## config.mk

```make
export PLATFORM = sky130hd
export DESIGN_NAME = axis_red_pitaya_adc_avg
export DESIGN_NICKNAME = d
export VERILOG_FILES = /design/src/rtl/axis_red_pitaya_adc_avg.sv
export SDC_FILE = /design/constraint.sdc
export NUM_CORES = 1
export LEC_CHECK = 0
export BUFFER_PORTS_ARGS = -buffer_cell sky130_fd_sc_hd__buf_4
export CORE_MARGIN = 3
export CORE_UTILIZATION = 55
export DETAILED_ROUTE_END_ITERATION = 16
export PLACE_DENSITY = 0.77
export SYNTH_ARGS = -nofsm -noshare
export SYNTH_HDL_FRONTEND = slang
export SYNTH_SLANG_ARGS = --single-unit
```

## constraint.sdc

```tcl
create_clock -name aclk -period 4.1 [get_ports aclk]
set_input_delay 0.41 -clock aclk [delete_from_list [all_inputs] [get_ports aclk]]
set_output_delay 0.41 -clock aclk [all_outputs]
set_load 0.05 [all_outputs]
```

## src/rtl/axis_red_pitaya_adc_avg.sv

```systemverilog
// Dual-channel Red Pitaya ADC front end with 2^k boxcar averaging and an
// AXI4-Stream output register that honours tready and counts dropped results.
module axis_red_pitaya_adc_avg #(
  parameter int unsigned ADC_DATA_WIDTH = 14,
  parameter int unsigned LOG2_MAX_DEC   = 8,
  parameter int unsigned CNT_WIDTH      = 16
) (
  input  logic                      aclk,
  input  logic                      areset,
  input  logic [ADC_DATA_WIDTH-1:0] adc_dat_a,
  input  logic [ADC_DATA_WIDTH-1:0] adc_dat_b,
  input  logic                      cfg_enable,
  input  logic [1:0]                cfg_invert,
  input  logic [3:0]                cfg_log2_dec,
  input  logic                      m_axis_tready,
  output logic                      m_axis_tvalid,
  output logic [31:0]               m_axis_tdata,
  output logic [CNT_WIDTH-1:0]      sts_drop_cnt
);

  localparam int unsigned W  = ADC_DATA_WIDTH;
  localparam int unsigned AW = ADC_DATA_WIDTH + LOG2_MAX_DEC;
  localparam int unsigned CW = LOG2_MAX_DEC;

  // Red Pitaya format keeps the sign bit and inverts the magnitude bits
  function automatic logic [W-1:0] conv(input logic [W-1:0] d, input logic inv);
    return inv ? {d[W-1], ~d[W-2:0]} : d;
  endfunction

  logic signed [W-1:0]  s_a, s_b;
  logic                 s_vld;
  logic signed [AW-1:0] acc_a, acc_b;
  logic [CW-1:0]        cnt;
  logic [3:0]           k_reg;
  logic [15:0]          res_a, res_b;
  logic                 res_vld;

  logic [3:0]           k_cfg_c, k_cur_c;
  logic                 last_c;
  logic signed [AW-1:0] ext_a_c, ext_b_c, sum_a_c, sum_b_c;
  logic [15:0]          lane_a_c, lane_b_c;

  // Exponent is only re-read at frame start so a frame always completes at its own ratio
  always_comb begin
    k_cfg_c  = cfg_log2_dec;
    if (32'(cfg_log2_dec) > LOG2_MAX_DEC) k_cfg_c = 4'(LOG2_MAX_DEC);
    k_cur_c  = (cnt == '0) ? k_cfg_c : k_reg;
    last_c   = (32'(cnt) == ((32'd1 << k_cur_c) - 32'd1));
    ext_a_c  = {{LOG2_MAX_DEC{s_a[W-1]}}, s_a};
    ext_b_c  = {{LOG2_MAX_DEC{s_b[W-1]}}, s_b};
    sum_a_c  = (cnt == '0) ? ext_a_c : acc_a + ext_a_c;
    sum_b_c  = (cnt == '0) ? ext_b_c : acc_b + ext_b_c;
    lane_a_c = 16'(sum_a_c >>> k_cur_c);
    lane_b_c = 16'(sum_b_c >>> k_cur_c);
  end

  always_ff @(posedge aclk) begin
    if (areset) begin
      s_a           <= '0;
      s_b           <= '0;
      s_vld         <= 1'b0;
      acc_a         <= '0;
      acc_b         <= '0;
      cnt           <= '0;
      k_reg         <= k_cfg_c;
      res_a         <= '0;
      res_b         <= '0;
      res_vld       <= 1'b0;
      m_axis_tvalid <= 1'b0;
      m_axis_tdata  <= '0;
      sts_drop_cnt  <= '0;
    end else begin
      s_a     <= conv(adc_dat_a, cfg_invert[0]);
      s_b     <= conv(adc_dat_b, cfg_invert[1]);
      s_vld   <= 1'b1;
      k_reg   <= k_cur_c;
      res_vld <= 1'b0;

      // Stage-1 contents after reset are not samples, hence the s_vld gate
      if (!cfg_enable || !s_vld) begin
        cnt   <= '0;
        acc_a <= '0;
        acc_b <= '0;
      end else if (last_c) begin
        cnt     <= '0;
        acc_a   <= '0;
        acc_b   <= '0;
        res_a   <= lane_a_c;
        res_b   <= lane_b_c;
        res_vld <= 1'b1;
      end else begin
        cnt   <= cnt + CW'(1);
        acc_a <= sum_a_c;
        acc_b <= sum_b_c;
      end

      // One-beat output register: a held beat is never overwritten
      if (res_vld) begin
        if (!m_axis_tvalid || m_axis_tready) begin
          m_axis_tvalid <= 1'b1;
          m_axis_tdata  <= {res_b, res_a};
        end else if (sts_drop_cnt != '1) begin
          sts_drop_cnt <= sts_drop_cnt + CNT_WIDTH'(1);
        end
      end else if (m_axis_tready) begin
        m_axis_tvalid <= 1'b0;
      end
    end
  end

endmodule

```

==> flow_summary.ini, run 1 <==
[status]
outcome = finished clean

[die]
die_area_um2 = 21730
fp.dieW_um = 147.4
initial_core_util_pct = 56.34
fp.coreArea_um2 = 19530
rows = 51
io_pins = 87
die_h_um = 147.4

[critical_path]
r2r_slack_ns = 0.24
cp_top_family = simple AND/OR/NAND/NOR gates
slowest_stage = nor4_4
slowest_delay_ns = 0.46
critical_path_class = reg2reg
crit_buf_inv = 3
crit_required_ns = 4.42
critPathMaxFanout = 21
cp_data_arrival_time_ns = 4.18
cp_cell_sequence = nor4_4 -> nand2_4 -> buf_4 -> buf_4 -> o21ai_1 -> nand3_1 -> ha_2 -> o21ai_0 -> a21oi_1 -> nand3_1 -> nor4_2 -> nand4_2 -> nor2_4 -> buf_6 -> nor2_2 -> a22oi_1 -> nand2_1
startpoint_type = flop
cp-end-kind = flop

[route]
firstDrtPassIters = 6
routedWlPerCell_um = 18.76
postRouteAntennaNets = 0
drc = 0
drtIter0Drc = 1118
viasPerCell = 6.286
via_count = 11328
drt-total-wl_um = 33810

[hold_path]
hold_path.class = in2reg

[sta]
fmax_ghz = 0.2591
fin_tns_setup_ns = 0
period_share_pct = 94.14
finalHoldViolCount = 0
setup-violations-final = 0
slew_headroom_pct = 23.11
timing.hold.ws_ns = 0.1903
drv_slew = 0
tightest_slew_ns = 1.153
min_period_ns = 3.860
fin_skew_ns = 0.009074

[grt]
grt_max_degree = 72
antenna_found_initial = 0
overflow = 0
gr-usage-all-layers_pct = 30.63
grt_pass1_vias = 10586
grt_pass1_wl_um = 54540

[cells_and_area]
syn2layout_area_growth_pct = 14.78
regMostFlops = m_axis_tdata
n_antenna_cell = 0
largest_register_ffs = 32
drive_gt1_share_pct = 13.34
top_regs = m_axis_tdata (32), acc_a (22), acc_b (22)
final_nets = 1611

[place]
io_buffers = 86
place_congestion = 1.023
dp.final_hpwl_um = 24250

[run]
cap_violations = 0

[logic_synthesis]
synth-main-ff-cell = dfxtp_1
mappedNetlistArea_um2 = 11000
ys_seq_area_share_pct = 30.39
synth_enable_flop_cells = 0
synthArstFlopShare_pct = 0
synthCells = 1467
yosysWarnings = 0
synth_area_per_cell_um2 = 7.499
synth_nets = 1554
ys_ff_latch = 167
ys_types = 84

[clocking]
numCtsBuffers = 17
clkSinkCount = 167
root_buffer = clkbuf_16
clk-insertion-delay-late_ns = 0.44
cts_tree = done
clkTransAtPathRegs_ns = 0.07
cts_max_path_buffers = 2
cts_hold_buf = 0
cts-htree-levels = 4

[power_and_ir_drop]
powerDensity_nw_per_um2 = 336.0
p_leak_nw = 4.990
peakVddDrop_mv = 0.2953
area by class of cell:
cell class | instances | area (um2)
clock inverter | 14 | 183.9
sequential | 167 | 3344
clock buffer | 18 | 429.2
fill | 1770 | 6900
timing repair buffer | 133 | 1015
inverter | 29 | 108.9
multi-input combinational | 1176 | 7213
tap | 265 | 331.6
metal layers:
layer | up-vias | track usage (%) | share of wire (%)
met4 | 0 | 12.95 | 4.2
met2 | 544 | 50.37 | 46
met3 | 103 | 4.506 | 8.4
met1 | 5297 | 40.44 | 41
li1 | 5384 | - | -
met5 | - | 0 | 0
synth_stat cells (all sizes together) (7+ instances only):
library cell | instances | share of area, %
nand2b | 9 | 0.51
o211ai | 14 | 0.96
nand3 | 37 | 1.7
inv | 28 | 0.96
ha | 47 | 5.3
a221oi | 13 | 1.1
xor2 | 26 | 2.1
o21a | 14 | 0.96
a31oi | 22 | 1.3
nand4 | 18 | 1.1
and3 | 13 | 0.74
dfxtp | 167 | 30
xnor2 | 58 | 4.6
o22ai | 9 | 0.51
buf | 31 | 1.5
a211oi | 27 | 1.8
clkbuf | 64 | 2.2
o221ai | 7 | 0.56
a21o | 11 | 0.75
nor2b | 13 | 0.74
mux2 | 7 | 0.72
o2111ai | 9 | 0.72
o31ai | 8 | 0.59
o311ai | 7 | 0.56
nor4 | 10 | 0.88
or3 | 16 | 0.91
a22oi | 7 | 0.48
nor3 | 23 | 1.1
a21oi | 153 | 7.0
mux2i | 36 | 3.3
o21ai | 78 | 3.6
nor2 | 174 | 6.1
nand2 | 228 | 7.8
logic make-up (layout without fill, tap and decap cells):
family,count (synthesis),count (layout),share of synthesized area (%)
AND/OR/NAND/NOR,571,571,23.61
AO/OA/AOI/OAI,429,429,24.93
flip-flops,167,167,30.39
adder cells (fa/ha/maj),49,49,5.710
XOR/XNOR,84,84,6.688
multiplexers,43,43,3.992
buffers and inverters,124,194,4.675
repair_timing:
item                                    CTS  global route
endpoints found under the setup margin    0            80
resized for setup                         0             8
setup buffers                             0             5
final timing paths:
check                   start                to  cells after the start
max                    cnt[5]          res_b[9]                     17
min             adc_dat_a[13]           s_a[13]                      2
max reg2reg            cnt[5]          res_b[9]                     17
min reg2reg  m_axis_tdata[12]  m_axis_tdata[12]                      2
report_power, final:
group          switching, W  internal [W]  total, W  leakage, nW
Clock              0.000722      0.000976   0.00170        0.299
Sequential        0.0000351       0.00166   0.00169         1.36
Combinational      0.000550      0.000302  0.000852         3.33
Total               0.00131       0.00294   0.00424         4.99
cells in the final DEF (no fill, tap or decap), types with 16 or more instances in the layout:
cell / synthesis / routed
clkbuf_16: 0 / 17
ha_1: 47 / 46
a211oi_1: 27 / 27
buf_4: 3 / 131
nor3_1: 22 / 22
nand4_1: 17 / 17
o21ai_0: 69 / 68
inv_1: 28 / 28
nand2_1: 227 / 227
nor2_1: 171 / 171
mux2i_1: 36 / 35
xnor2_1: 58 / 58
xor2_1: 26 / 26
nand3_1: 37 / 37
a21oi_1: 152 / 152
a31oi_1: 22 / 22
dfxtp_1: 167 / 166
or3_1: 16 / 16
metrics by stage:
step | utilization, % | cells | setup slack (ns) | power (W) | instance area (um2)
6_report | 64.66 | 1802 | 0.2402 | 0.004242 | 12630
4_1_cts | 64.24 | 1797 | 0.04662 | 0.004235 | 12540
2_1_floorplan | - | 1467 | 0.02192 | 0.002286 | 11030
5_1_grt | 64.66 | 1802 | -0.01805 | 0.004400 | 12630
3_5_place_dp | 61.10 | 1765 | 0.1056 | 0.002545 | 11930
3_3_place_gp | 61.10 | 1765 | 0.1999 | 0.002542 | 11930
Note: power is estimated with default switching activity, not from simulation.
==> inputs of run 2 (changes only) <==
--- a/config.mk
+++ b/config.mk
@@ -7,9 +7,8 @@
 export LEC_CHECK = 0
 export BUFFER_PORTS_ARGS = -buffer_cell sky130_fd_sc_hd__buf_4
 export CORE_MARGIN = 3
-export CORE_UTILIZATION = 55
+export CORE_UTILIZATION = 29
 export DETAILED_ROUTE_END_ITERATION = 16
-export PLACE_DENSITY = 0.77
 export SYNTH_ARGS = -nofsm -noshare
 export SYNTH_HDL_FRONTEND = slang
 export SYNTH_SLANG_ARGS = --single-unit
==> run 2 against run 1 <==
Utilization shrank 30 points. Die area grew 85%. Design area increased by 2.8%. Clock skew up 0.016 ns. Worst setup slack got worse by 0.015 ns. Routed wire length is 9.7% higher. Clock-buffer cell count is the same. Via count shrank 2.0%. Maximum frequency is 0.38% lower. Sequential cell count is the same. Global-route usage fell by 13 points.
==> flow_summary.ini, run 2 (same netlist as run 1, synthesis figures left out) <==
[status]
outcome = finished clean

[power_and_ir_drop]
peakVddDrop_mv = 0.2725
powerDensity_nw_per_um2 = 330.1
p_leak_nw = 5.030

[grt]
overflow = 0
antenna_found_initial = 0
grt_pass1_vias = 10690
grt_max_degree = 55
grt_pass1_wl_um = 58830
gr-usage-all-layers_pct = 17.96

[die]
io_pins = 87
die_area_um2 = 40310
fp.dieW_um = 200.8
initial_core_util_pct = 29.76
rows = 70
die_h_um = 200.8
fp.coreArea_um2 = 36960

[sta]
rsz0062_at_grt = no
period_share_pct = 94.50
fin_skew_ns = 0.02473
setup-violations-final = 0
tightest_slew_ns = 1.158
slew_headroom_pct = 22.79
drv_slew = 0
fin_tns_setup_ns = 0
fmax_ghz = 0.2581
finalHoldViolCount = 0
min_period_ns = 3.874

[cells_and_area]
largest_register_ffs = 32
top_regs = m_axis_tdata (32), acc_a (22), acc_b (22)
drive_gt1_share_pct = 13.80
fillers = 3912
syn2layout_area_growth_pct = 18.02
regMostFlops = m_axis_tdata
final_area_um2 = 12980
final_cell_mix = nand2_1, nor2_1, dfxtp_1, a21oi_1, buf_4
final_nets = 1618
final_common_cell = nand2_1
n_antenna_cell = 0

[clocking]
cts_max_path_buffers = 2
clk-insertion-delay-late_ns = 0.45
clkSinkCount = 167
cts_hold_buf = 0
clkTransAtPathRegs_ns = 0.08
cts-htree-levels = 4
cts_tree = done
numCtsBuffers = 17
root_buffer = clkbuf_16

[critical_path]
startpoint_type = flop
critical_path_class = reg2reg
cp_data_arrival_time_ns = 4.24
crit_required_ns = 4.47
critPathMaxFanout = 4
cp-end-kind = flop

[route]
drc = 0
drt-total-wl_um = 37100
routedWlPerCell_um = 18.12
postRouteAntennaNets = 0
drtIter0Drc = 1054
viasPerCell = 5.418
via_count = 11096
firstDrtPassIters = 6

[place]
place_congestion = 0.9644
dp.final_hpwl_um = 27480
place_area_um2 = 12320
io_buffers = 86

[hold_path]
hold_path.class = in2reg

[run]
cap_violations = 0
==> run 2: layout make-up <==
class                      instances  area, um2  area share, %
multi-input combinational       1176       7208          55.52
timing repair buffer             140       1076          8.288
tap                              504      630.6          4.857
clock buffer                      18      439.2          3.383
clock inverter                    14      175.2          1.349
sequential                       167       3344          25.76
inverter                          29      108.9         0.8385
==> run 2: stage by stage <==
step	worst slack [ns]	util, %	total power (W)	instances	hold WS [ns]
5_1_grt	0.004537	35.13	0.004469	2048	0.2003
3_3_place_gp	0.1637	33.34	0.002584	2015	0.4477
6_report	0.2256	35.13	0.004285	2048	0.1896
3_5_place_dp	0.1703	33.34	0.002582	2015	0.4459
4_1_cts	0.1312	35.01	0.004308	2047	0.1765
2_1_floorplan	0.02192	-	0.002286	1467	0.4249
==> run 2: final timing paths <==
path	cells past startpoint	from	end	slack (ns)
setup / recovery	14	s_a[0]	res_a[4]	0.23
hold / removal	2	adc_dat_a[13]	s_a[13]	0.19
setup reg to reg	14	s_a[0]	res_a[4]	0.23
hold reg to reg	2	m_axis_tdata[22]	m_axis_tdata[22]	0.45
==> run 2: per-layer routing <==
| metal | GRT usage, % | routed length [um] | up-vias |
|---|---|---|---|
| li1 | - | - | 5382 |
| met1 | 23.09 | 16630 | 5313 |
| met2 | 30.51 | 17650 | 346 |
| met3 | 3.081 | 1905 | 55 |
| met4 | 6.073 | 913 | 0 |
| met5 | 0 | 0 | - |
==> run 2: critical path, stage by stage (launching register included) <==
cell,delay (ns)
dfxtp_1,0.38
ha_1,0.20
inv_1,0.06
fa_1,0.40
nor2b_1,0.20
o2111ai_1,0.23
nand3b_1,0.22
a21oi_1,0.13
or3_1,0.39
nand3_1,0.10
a21boi_0,0.50
nor2_1,0.16
o32ai_1,0.51
a221oi_1,0.18
nor3_1,0.15
==> run 2: what timing repair did <==
item                                    CTS  global route
endpoints found under the setup margin    0            33
setup buffers                             0             1
resized for setup                         0             7
==> run 2: power by group <==
part / internal [W] / total (W) / switching [W]
combinational: 0.000308 / 0.000869 / 0.000561
sequential: 0.00166 / 0.00170 / 0.0000389
clock: 0.000945 / 0.00172 / 0.000775
==> inputs of run 3 (changes only) <==
--- a/config.mk
+++ b/config.mk
@@ -7,8 +7,9 @@
 export LEC_CHECK = 0
 export BUFFER_PORTS_ARGS = -buffer_cell sky130_fd_sc_hd__buf_4
 export CORE_MARGIN = 3
-export CORE_UTILIZATION = 29
+export CORE_UTILIZATION = 41
 export DETAILED_ROUTE_END_ITERATION = 16
+export SETUP_SLACK_MARGIN = 0.15
 export SYNTH_ARGS = -nofsm -noshare
 export SYNTH_HDL_FRONTEND = slang
 export SYNTH_SLANG_ARGS = --single-unit
==> run 3 against run 2 <==
Combinational power shrank 2%. Sequential share of layout area grew 0.42 points. Sequential power is essentially flat. Design area shrank 1.6%.
==> flow_summary.ini, run 3 (same netlist as run 1, synthesis figures left out) <==
[clocking]
numCtsBuffers = 17
clkSinkCount = 167
clkTransAtPathRegs_ns = 0.07
root_buffer = clkbuf_16
cts-htree-levels = 4
cts_tree = done
clk-insertion-delay-late_ns = 0.44
cts_max_path_buffers = 2
cts_hold_buf = 0

[die]
rows = 59
die_h_um = 169.8
fp.coreArea_um2 = 26210
initial_core_util_pct = 41.98
fp.dieW_um = 169.8
io_pins = 87
die_area_um2 = 28830

[sta]
fmax_ghz = 0.2706
slew_headroom_pct = 19.38
setup-violations-final = 0
min_period_ns = 3.695
drv_slew = 0
fin_ws_ns = 0.4046
fin_tns_setup_ns = 0
rsz0062_at_grt = no
finalHoldViolCount = 0
tightest_slew_ns = 1.209
fin_skew_ns = 0.01052
period_share_pct = 90.13

[critical_path]
r2r_slack_ns = 0.40
cp_data_arrival_time_ns = 4.01
rr_worst_depth = 18
critical_path_class = reg2reg
crit_required_ns = 4.42
startpoint_type = flop
timing.rr.start = cnt[4]
critPathMaxFanout = 6
cp-end-kind = flop
reg2reg_to = res_a[6]

[hold_path]
hold_depth = 2
worstHoldStart = adc_dat_a[13]
hold_end = s_a[13]
hold_path.class = in2reg

[route]
routedWlPerCell_um = 18.71
via_count = 11087
drc = 0
drtIter0Drc = 944
viasPerCell = 5.907
firstDrtPassIters = 6
postRouteAntennaNets = 0
drt-total-wl_um = 35120

[grt]
grt_pass1_vias = 10266
grt_pass1_wl_um = 56460
grt_max_degree = 73
antenna_found_initial = 0
gr-usage-all-layers_pct = 24.22
overflow = 0

[status]
outcome = finished clean

[place]
dp.final_hpwl_um = 25870
dpl_worst_slack_ns = 0.05539
placed_cells = 1842
place_congestion = 0.9818
io_buffers = 86

[cells_and_area]
syn2layout_area_growth_pct = 16.13
finalNonFillerCells = 1877
final_common_cell = nand2_1
final_cell_mix = nand2_1, nor2_1, dfxtp_1, a21oi_1, buf_4
top_regs = m_axis_tdata (32), acc_a (22), acc_b (22)
fillers = 2639
regMostFlops = m_axis_tdata
largest_register_ffs = 32
drive_gt1_share_pct = 13.94
n_antenna_cell = 0
final_nets = 1616

[power_and_ir_drop]
internal_power_w = 0.002875
p_sw_w = 0.001348
switching_share_pct = 31.92
powerDensity_nw_per_um2 = 330.6
peakVddDrop_mv = 0.2437
clockPowerShare_pct = 39.7
pwr-share-seq_pct = 40.1
comb_power_share_pct = 20.2
p_leak_nw = 5.005

[run]
cap_violations = 0
==> run 3: changes by cell type in the layout (fill, tap and decap cells not counted), moves of 2 or more <==
cell / before / now
inv_8: 4 / 2
inv_6: 6 / 4
clkinvlp_4: 0 / 4
buf_4: 138 / 134
==> run 3: cell type report <==
type / instances / area (um2) / area share, %
inverter: 29 / 108.9 / 0.8521
clock inverter: 14 / 161.4 / 1.263
sequential: 167 / 3344 / 26.18
multi-input combinational: 1176 / 7239 / 56.67
tap: 335 / 419.2 / 3.281
timing repair buffer: 138 / 1072 / 8.394
clock buffer: 18 / 429.2 / 3.359
==> run 3: critical path, cell delays in order, from the launching register on <==
cell and delay [ns]:
dfxtp_1 0.33, buf_4 0.15, or4_4 0.59, nor2_4 0.18, a21oi_2 0.10, nor4_4 0.28, inv_1 0.07, ha_1 0.27
nor2b_1 0.10, o21ai_0 0.08, a21oi_1 0.12, nand3_1 0.10, nor4_2 0.17, nand4_2 0.19, nor2_4 0.20, buf_4 0.15
inv_1 0.12, a221oi_1 0.25, a21oi_1 0.11
==> run 3: power groups by stage <==
stage          Combinational, W  Sequential [W]  Clock (W)
2_1_floorplan          0.000572         0.00171          0
3_3_place_gp           0.000833         0.00173          0
3_5_place_dp           0.000831         0.00173          0
4_1_cts                0.000836         0.00169    0.00171
5_1_grt                0.000933         0.00170    0.00177
6_report               0.000854         0.00170    0.00167
==> run 3: metal layers <==
| metal | track usage, % | wire (um) | vias to the layer above | share of wire (%) |
|---|---|---|---|---|
| li1 | - | - | 5392 | - |
| met1 | 33.46 | 15900 | 5261 | 45 |
| met2 | 39.28 | 16320 | 372 | 46 |
| met3 | 3.541 | 1950 | 62 | 5.6 |
| met4 | 7.326 | 949 | 0 | 2.7 |
| met5 | 0 | 0 | - | 0 |
==> run 3: stage by stage <==
step	utilization (%)	instance area, um2	power (W)	hold WS [ns]
3_3_place_gp	46.15	12100	0.002566	0.4447
5_1_grt	48.75	12770	0.004399	0.1735
6_report	48.75	12770	0.004223	0.1839
3_5_place_dp	46.15	12100	0.002564	0.4448
4_1_cts	48.45	12700	0.004242	0.1630
2_1_floorplan	-	11040	0.002287	0.4249
==> run 3: worst max-delay path by stage <==
stage / startpoint / end
2_1_floorplan: cnt[1] / res_b[7]
3_3_place_gp: cnt[0] / res_b[7]
3_5_place_dp: cnt[0] / res_b[7]
4_1_cts: cnt[0] / res_b[7]
5_1_grt: cnt[4] / res_b[14]
6_report: cnt[4] / res_a[6]
==> run 3: what timing repair did <==
item / CTS / global route
pin swaps: 0 / 2
endpoints found under the hold margin: 0 / 0
gates resized for setup: 2 / 15
buffers inserted: 0 / 3
gates cloned: 0 / 0
endpoints found under the setup margin: 10 / 60
